## src/rtl/seq_detector_param.sv

```systemverilog
`timescale 1ns/1ps
// seq_detector_param
// Parametrised serial pattern detector for a 1-bit data stream.
// Flags each occurrence of PATTERN, with the first received bit in
// PATTERN[PAT_LEN-1]. It also keeps a saturating count of matches.
//
// Parameters:
//   PAT_LEN - pattern length in bits (2..16)
//   PATTERN - pattern to detect, PAT_LEN bits, MSB received first
//   OVERLAP - 1: matches may share bits; 0: history restarts after a match
//   CNT_W   - width of match_count (1..32)
//
// Ports:
//   clk         - system clock, rising edge
//   reset       - asynchronous active-high reset
//   en          - DIN carries a valid stream bit this cycle
//   DIN         - serial data bit
//   clear       - synchronous clear of match_count and count_sat
//   FOUND       - combinational: the current accepted DIN completes PATTERN
//   match_count - registered saturating count of matches since reset/clear
//   count_sat   - registered flag: match_count is all-ones

module seq_detector_param #(
    parameter int                 PAT_LEN = 4,
    parameter logic [PAT_LEN-1:0] PATTERN = 4'b0101,
    parameter bit                 OVERLAP = 1'b1,
    parameter int                 CNT_W   = 8
) (
    input  logic             clk,
    input  logic             reset,
    input  logic             en,
    input  logic             DIN,
    input  logic             clear,
    output logic             FOUND,
    output logic [CNT_W-1:0] match_count,
    output logic             count_sat
);

    // vld counts 0..PAT_LEN-1, so $clog2(PAT_LEN) bits are enough.
    localparam int                 VLD_W    = $clog2(PAT_LEN);
    localparam logic [VLD_W-1:0]   VLD_FULL = VLD_W'(PAT_LEN - 1);
    localparam logic [CNT_W-1:0]   CNT_MAX  = '1;

    logic [PAT_LEN-2:0] hist_q, hist_d;
    logic [VLD_W-1:0]   vld_q, vld_d;
    logic [CNT_W-1:0]   cnt_q, cnt_d;
    logic               sat_q, sat_d;
    logic [PAT_LEN-1:0] window;
    logic               found;

    // The candidate window is the stored history followed by the incoming bit.
    // The && on en keeps an unknown DIN from reaching FOUND while en is low.
    always_comb begin
        window = {hist_q, DIN};
        found  = en && (vld_q == VLD_FULL) && (window == PATTERN);
    end

    // History advances only on accepted bits. Slicing the window, rather than
    // slicing hist, keeps the shift legal when PAT_LEN is 2 and hist is one bit.
    always_comb begin
        hist_d = hist_q;
        vld_d  = vld_q;
        if (en) begin
            if (found && !OVERLAP) begin
                hist_d = '0;
                vld_d  = '0;
            end else begin
                hist_d = window[PAT_LEN-2:0];
                if (vld_q != VLD_FULL) begin
                    vld_d = vld_q + 1'b1;
                end
            end
        end
    end

    // Clear takes priority over a coincident match. The saturation flag follows
    // the next count value, so it rises on the same edge the count reaches all-ones.
    always_comb begin
        cnt_d = cnt_q;
        if (clear) begin
            cnt_d = '0;
        end else if (found && (cnt_q != CNT_MAX)) begin
            cnt_d = cnt_q + 1'b1;
        end
        sat_d = (cnt_d == CNT_MAX);
    end

    always_ff @(posedge clk or posedge reset) begin
        if (reset) begin
            hist_q <= '0;
            vld_q  <= '0;
            cnt_q  <= '0;
            sat_q  <= 1'b0;
        end else begin
            hist_q <= hist_d;
            vld_q  <= vld_d;
            cnt_q  <= cnt_d;
            sat_q  <= sat_d;
        end
    end

    assign FOUND       = found;
    assign match_count = cnt_q;
    assign count_sat   = sat_q;

endmodule

```

## config.mk

```make
export PLATFORM = sky130hd
export DESIGN_NAME = seq_detector_param
export DESIGN_NICKNAME = d
export VERILOG_FILES = /design/src/rtl/seq_detector_param.sv
export SDC_FILE = /design/constraint.sdc
export NUM_CORES = 1
export LEC_CHECK = 0
export BUFFER_PORTS_ARGS = -buffer_cell sky130_fd_sc_hd__buf_4
export CORE_UTILIZATION = 52
export DETAILED_ROUTE_END_ITERATION = 16
export GPL_ROUTABILITY_DRIVEN = 0
export PLACE_DENSITY = 0.76
export SLEW_MARGIN = 10
export SYNTH_ARGS = -nofsm -noshare
export SYNTH_HDL_FRONTEND = slang
export SYNTH_SLANG_ARGS = --single-unit
```

## constraint.sdc

```tcl
create_clock -name clk -period 2.2 [get_ports clk]
set_input_delay 0.22 -clock clk [delete_from_list [all_inputs] [get_ports clk]]
set_output_delay 0.22 -clock clk [all_outputs]
set_load 0.02 [all_outputs]
```

==> run_results.csv, run 1 <==
group,metric,value,unit
worst_setup_path,cp_num_buf_inv,0,
worst_setup_path,path_delay_family,"simple AND/OR/NAND/NOR gates",
cells_and_area,diodes,0,
global_route,grt_pass1_vias,563,
logic_synthesis,netlist_area,778.2,µm²
sta,holdWs,0.1738,ns
power,seq_power_share,55.9,%
worst_setup_path,start_kind,"register",
power,switching_share,26.64,%
floorplan,core,1350,µm²
power,p_int,0.0003994,W
clocking,cts_made_buffers,3,
clocking,cts_tree,"yes",
global_route,grt_usage,23.42,%
logic_synthesis,synth.net_count,82,
floorplan,die-width,40.69,µm
sta,fmax,491.9,MHz
clocking,clkSinkCount,14,
clocking,cts_setup_buffers,0,
logic_synthesis,yosys_register_bits,14,
route,wl,1593,µm
route,final_antenna_net_count,0,
clocking,clockRootBuffer,"clkbuf_4",
cells_and_area,drive_above_1_share,29.67,%
sta,fin_worst_skew,0.002229,ns
global_route,overflow,0,
sta,slew_viol_final,0,
status,status,"complete, no violations",
sta,setup_tns,0,ns
sta,setup_viol,0,
placement,io_buffers,14,
power,power_density,588.0,nW/µm²
sta,maxSlewHeadroom,65.41,%
clocking,clk_path_buf_depth,2,
worst_setup_path,arrival,2.23,ns
cells_and_area,final_nets,100,
worst_setup_path,worst-path-max-fanout,7,
run,drv_cap,0,
logic_synthesis,synth_seq_area_share,45.02,%
worst_setup_path,r2r.worst_path.cells,6,
worst_setup_path,slowest_stage,"dfrtp_1",
route,drtIter0Drc,19,
logic_synthesis,yosys_warnings,0,
cells_and_area,syn2layout_area_growth,18.97,%
sta,post-route-period-util,92.41,%
worst_setup_path,required,2.39,ns
sta,rsz0062_at_grt,"no",
clocking,htree_levels,1,
logic_synthesis,syn_area_per_cell,10.38,µm²
min_path,hold-path-endpoint,"match_count[0]$_DFF_PP0_",
min_path,min_path_cells,2,
clocking,clk_pin_slew,0.07,ns
power,ir_drop,361.1,µV
cells_and_area,stdcell_area,925.9,µm²
sta,hold_viol_final,0,
placement,dp_hpwl,1186,µm
route,wl_per_cell,15.03,µm
logic_synthesis,synth.distinct_cells,31,
power,switching_power,0.0001450,W
floorplan,start_util,57.65,%
worst_setup_path,startpoint,"match_count[0]$_DFF_PP0_",
min_path,hp-class,"primary input to register",
floorplan,pin_count,15,
route,avgViaCountPerCell,6.160,
route,drc,0,
placement,placed_area,893.4,µm²
worst_setup_path,r2r_start,"match_count[0]$_DFF_PP0_",
worst_setup_path,rrSetupSlack,0.17,ns
worst_setup_path,path_cells,"ha_1 -> and2_1 -> a311o_2 -> mux2i_1 -> nand4b_1 -> nor4_2",
sta,tightest_slew,0.5183,ns
global_route,grt_pass1_wl,2387,µm
floorplan,die_h,40.69,µm
power,clockPowerShare,25.7,%
floorplan,die_area,1655,µm²
worst_setup_path,r2r_end,"count_sat$_DFF_PP0_",
worst_setup_path,crit_path_end_kind,"register",
logic_synthesis,syn_inst,75,
power,combPwrFrac,18.4,%
floorplan,rows,13,
power,power.leakage,0.4210,nW
clocking,clk_latency,0.28,ns
worst_setup_path,path_class,"register to register",
global_route,grt_max_degree,15,
min_path,min_from,"clear",
global_route,antenna_found_initial,0,
sta,post-route-min-period,2.033,ns
route,first_pass_iters,4,
worst_setup_path,slowest_delay,0.46,ns
route,vias,653,
cells_and_area,final_util,68.58,%
## registers in the layout, indices dropped and copies added (netlist names)
register     cells
match_count      8
hist_q           3
vld_q            2
count_sat        1
## routing by layer
| metal | GRT usage, % | share of wire (%) | up-vias |
|---|---|---|---|
| li1 | - | - | 317 |
| met1 | 31.62 | 50 | 301 |
| met2 | 32.54 | 43 | 30 |
| met3 | 5.435 | 4.6 | 5 |
| met4 | 16.67 | 2.5 | 0 |
| met5 | 0 | 0 | - |
## kinds of logic (layout without fill, tap and decap cells)
family | Yosys count | in the layout | synth area share, %
AO/OA/AOI/OAI | 13 | 13 | 12.06
XOR/XNOR | 3 | 3 | 3.377
flip-flops | 14 | 14 | 45.02
multiplexers | 5 | 5 | 7.074
AND/OR/NAND/NOR | 31 | 31 | 25.72
buffers and inverters | 7 | 23 | 3.536
adder cells (fa/ha/maj) | 2 | 2 | 3.215
## worst register-to-register path: cells and delay by family (launching register included)
family / cells / cell delay, ns
mux: 1 / 0.15
simple gates: 3 / 0.63
compound gates: 1 / 0.40
fa+ha+maj: 1 / 0.31
flops: 1 / 0.46
## worst max-delay path by stage
stage | end | cells after the start
floorplan | count_sat$_DFF_PP0_ | 6
global route | count_sat$_DFF_PP0_ | 6
global placement | count_sat$_DFF_PP0_ | 6
finish | count_sat$_DFF_PP0_ | 6
detailed placement | count_sat$_DFF_PP0_ | 6
CTS | count_sat$_DFF_PP0_ | 6
## through the flow
step | cells | total power [W] | setup WS, ns
2_1_floorplan | 75 | 0.0003796 | 0.2208
3_3_place_gp | 102 | 0.0003998 | 0.2593
3_5_place_dp | 102 | 0.0004101 | 0.2003
4_1_cts | 106 | 0.0005533 | 0.1704
5_1_grt | 106 | 0.0005779 | 0.07220
6_report | 106 | 0.0005445 | 0.1670
## Yosys cell counts
master | instances | area share, %
o21ai_0 | 3 | 1.9
nand2_1 | 3 | 1.4
mux2_2 | 4 | 5.8
buf_2 | 1 | 0.64
a21oi_2 | 1 | 1.1
ha_1 | 2 | 3.2
a21oi_1 | 1 | 0.64
xor2_1 | 3 | 3.4
nor4_2 | 2 | 3.2
and3_1 | 1 | 0.80
nand4bb_1 | 1 | 1.4
and4_4 | 1 | 1.4
and2_1 | 2 | 1.6
nor2_1 | 5 | 2.4
and4_1 | 1 | 1.1
mux2i_1 | 1 | 1.3
nand4b_1 | 2 | 2.3
and4bb_2 | 1 | 1.6
a311o_2 | 1 | 1.4
a211oi_1 | 1 | 0.96
nand4_1 | 2 | 1.6
a31oi_1 | 2 | 1.6
nor3_1 | 2 | 1.3
nand3_1 | 6 | 3.9
clkbuf_1 | 1 | 0.48
a21boi_0 | 1 | 0.96
inv_1 | 5 | 2.4
a311oi_1 | 2 | 2.3
nor2b_1 | 2 | 1.6
dfrtp_1 | 14 | 45
o41ai_1 | 1 | 1.1
## placed cells by master, fill, tap and decap left out, types with 3 or more instances in the layout
master	netlist	layout
dfrtp_1	14	14
buf_4	0	14
nand3_1	6	6
nor2_1	5	5
inv_1	5	5
mux2_2	4	4
nand2_1	3	3
o21ai_0	3	3
xor2_1	3	3
clkbuf_4	0	3
## final cells by class
type                            instances  area [µm²]
Tap cell                               15       18.77
Clock buffer                            3       22.52
Fill cell                             113       424.2
Inverter                                5       18.77
Timing Repair Buffer                   15       115.1
Multi-Input combinational cell         54       400.4
Sequential cell                        14       350.3
## power groups by stage
stage	combinational (W)	clock, W	sequential (W)
5_1_grt	0.000112	0.000157	0.000309
4_1_cts	0.000101	0.000148	0.000305
2_1_floorplan	0.0000743	0	0.000305
3_3_place_gp	0.0000919	0	0.000308
6_report	0.000100	0.000140	0.000304
3_5_place_dp	0.0000999	0	0.000310
## repair_timing
action / 4_1_cts / 5_1_grt
endpoints found under the hold margin: 14 / 0
resized for setup: 0 / 0
hold buffers: 1 / 0
(Power assumes the default switching activity.)
==> run 2, diff against run 1 <==
--- a/config.mk
+++ b/config.mk
@@ -9,7 +9,7 @@
 export CORE_UTILIZATION = 52
 export DETAILED_ROUTE_END_ITERATION = 16
 export GPL_ROUTABILITY_DRIVEN = 0
-export PLACE_DENSITY = 0.76
+export PLACE_DENSITY_LB_ADDON = 0.12
 export SLEW_MARGIN = 10
 export SYNTH_ARGS = -nofsm -noshare
 export SYNTH_HDL_FRONTEND = slang
==> constraint.sdc (replaced) <==
create_clock -name clk -period 2.2 [get_ports clk]
set_input_delay 0 -clock clk [delete_from_list [all_inputs] [get_ports clk]]
set_output_delay 0 -clock clk [all_outputs]
set_load 0.02 [all_outputs]
==> run 2 against run 1 <==
Compared with the run above:
- utilization rose by 3.2 points
- final cell count increased by 3.8%
- via count rose by 0.61%
- non-clock buffer count grew 3
- flip-flop and latch count did not move
- first-iteration DRC count unchanged
==> run_results.csv, run 2 (same netlist as run 1, synthesis figures left out) <==
group,metric,value,unit
sta,setup_viol,0,
worst_setup_path,r2r_start,"match_count[0]$_DFF_PP0_",
floorplan,pin_count,15,
floorplan,die_h,40.69,µm
cells_and_area,drive_above_1_share,29.47,%
global_route,overflow,0,
worst_setup_path,path_class,"register to register",
cells_and_area,syn2layout_area_growth,24.60,%
clocking,htree_levels,1,
cells_and_area,regArea,350.3,µm²
cells_and_area,final_nets,103,
worst_setup_path,cp_num_buf_inv,0,
power,ir_drop,530.3,µV
worst_setup_path,required,2.38,ns
route,avgViaCountPerCell,5.973,
clocking,cts_made_buffers,3,
cells_and_area,final_cell_mix,"14 x dfrtp_1, 14 x buf_4, 6 x nand3_1, 5 x nor2_1, 5 x inv_1",
worst_setup_path,r2r_end,"count_sat$_DFF_PP0_",
cells_and_area,diodes,0,
placement,io_buffers,14,
placement,placed_area,893.4,µm²
clocking,cts_hold_buf,4,
global_route,grt_usage,24.74,%
cells_and_area,stdcell_area,969.7,µm²
global_route,grt_pass1_vias,623,
worst_setup_path,slowest_stage,"dfrtp_1",
route,vias,657,
worst_setup_path,path_delay_family,"simple AND/OR/NAND/NOR gates",
clocking,clkSinkCount,14,
min_path,hp-class,"primary input to asynchronous set/reset pin",
clocking,clockRootBuffer,"clkbuf_4",
sta,rsz0062_at_grt,"no",
worst_setup_path,r2r.worst_path.cells,6,
sta,maxSlewHeadroom,64.84,%
route,final_antenna_net_count,0,
status,status,"complete, no violations",
placement,place_ws,0.1856,ns
route,wl_per_cell,15.62,µm
clocking,cts_tree,"yes",
run,drv_cap,0,
sta,post-route-min-period,2.053,ns
worst_setup_path,slowest_delay,0.48,ns
worst_setup_path,crit_path_end_kind,"register",
sta,slew_viol_final,0,
route,drc,0,
sta,hold_viol_final,0,
worst_setup_path,worst-path-max-fanout,7,
floorplan,rows,13,
worst_setup_path,arrival,2.23,ns
placement,dp_cells,102,
route,wl,1718,µm
sta,tightest_slew,0.5269,ns
floorplan,die-width,40.69,µm
clocking,ctsResizeCount,0,
clocking,clk_latency,0.28,ns
route,first_pass_iters,4,
route,drtIter0Drc,19,
cells_and_area,final_cells,110,
sta,post-route-period-util,93.33,%
clocking,cts_setup_buffers,0,
sta,layout_setup_ws,0.1467,ns
power,power.leakage,0.4408,nW
cells_and_area,multiInputGateArea,400.4,µm²
clocking,clk_pin_slew,0.09,ns
worst_setup_path,rrSetupSlack,0.15,ns
global_route,antenna_found_initial,0,
sta,fin_worst_skew,0.007411,ns
floorplan,die_area,1655,µm²
sta,setup_tns,0,ns
sta,fmax,487.0,MHz
power,power_density,614.6,nW/µm²
floorplan,start_util,57.65,%
worst_setup_path,start_kind,"register",
global_route,grt_max_degree,15,
clocking,clk_path_buf_depth,2,
worst_setup_path,path_cells,"ha_1 -> and2_1 -> a311o_2 -> mux2i_1 -> nand4b_1 -> nor4_2",
cells_and_area,fillers,96,
global_route,grt_pass1_wl,2628,µm
placement,dp_hpwl,1185,µm
floorplan,core,1350,µm²
cells_and_area,largest_reg_flops,8,
## run 2: cell types whose count changed in the layout (fill, tap and decap cells not counted), sizes merged
cell	change
dlygate4sd3	+3
clkbuf	+1
## run 2: routing by layer
| metal | GRT usage [%] | part of all wire [%] | wire (µm) | vias to the layer above |
|---|---|---|---|---|
| li1 | - | - | - | 322 |
| met5 | 0 | 0 | 0 | - |
| met1 | 32.42 | 48 | 818 | 314 |
| met4 | 7.500 | 0.87 | 15 | 0 |
| met2 | 40.87 | 47 | 804 | 19 |
| met3 | 4.891 | 4.7 | 80 | 2 |
## run 2: report_power, final
part | switching, W | internal [W] | leakage (nW) | total [W]
Combinational | 0.0000530 | 0.0000544 | 0.235 | 0.000107
Clock | 0.0000848 | 0.000100 | 0.0210 | 0.000185
Sequential | 0.0000181 | 0.000285 | 0.185 | 0.000303
Total | 0.000156 | 0.000440 | 0.441 | 0.000596
## run 2: layout make-up
cell class	instances	area share, %
multi-input cells	54	41.29
flip-flops and latches	14	36.13
repair buffers	18	14.97
clock buffers	4	3.742
inverters	5	1.935
well taps	15	1.935
## run 2: through the flow
stage / hold slack (ns) / power, W / util (%)
2_1_floorplan: -0.1108 / 0.0003796 / -
3_3_place_gp: 0.06967 / 0.0004009 / 66.17
3_5_place_dp: 0.07152 / 0.0004076 / 66.17
4_1_cts: 0.3250 / 0.0006000 / 71.83
5_1_grt: 0.3728 / 0.0006309 / 71.83
6_report: 0.3120 / 0.0005960 / 71.83
## run 2: worst register-to-register path, cell delays in order (launching register included)
cell,delay (ns)
dfrtp_1,0.48
ha_1,0.32
and2_1,0.21
a311o_2,0.39
mux2i_1,0.14
nand4b_1,0.20
nor4_2,0.22
## run 2: worst max path at each step
stage | from | end | slack [ns] | cells past startpoint
2_1_floorplan | match_count[0]$_DFF_PP0_ | count_sat$_DFF_PP0_ | 0.22 | 6
3_3_place_gp | match_count[0]$_DFF_PP0_ | count_sat$_DFF_PP0_ | 0.26 | 6
3_5_place_dp | match_count[0]$_DFF_PP0_ | count_sat$_DFF_PP0_ | 0.19 | 6
4_1_cts | match_count[0]$_DFF_PP0_ | count_sat$_DFF_PP0_ | 0.16 | 6
5_1_grt | match_count[0]$_DFF_PP0_ | count_sat$_DFF_PP0_ | 0.05 | 6
6_report | match_count[0]$_DFF_PP0_ | count_sat$_DFF_PP0_ | 0.15 | 6
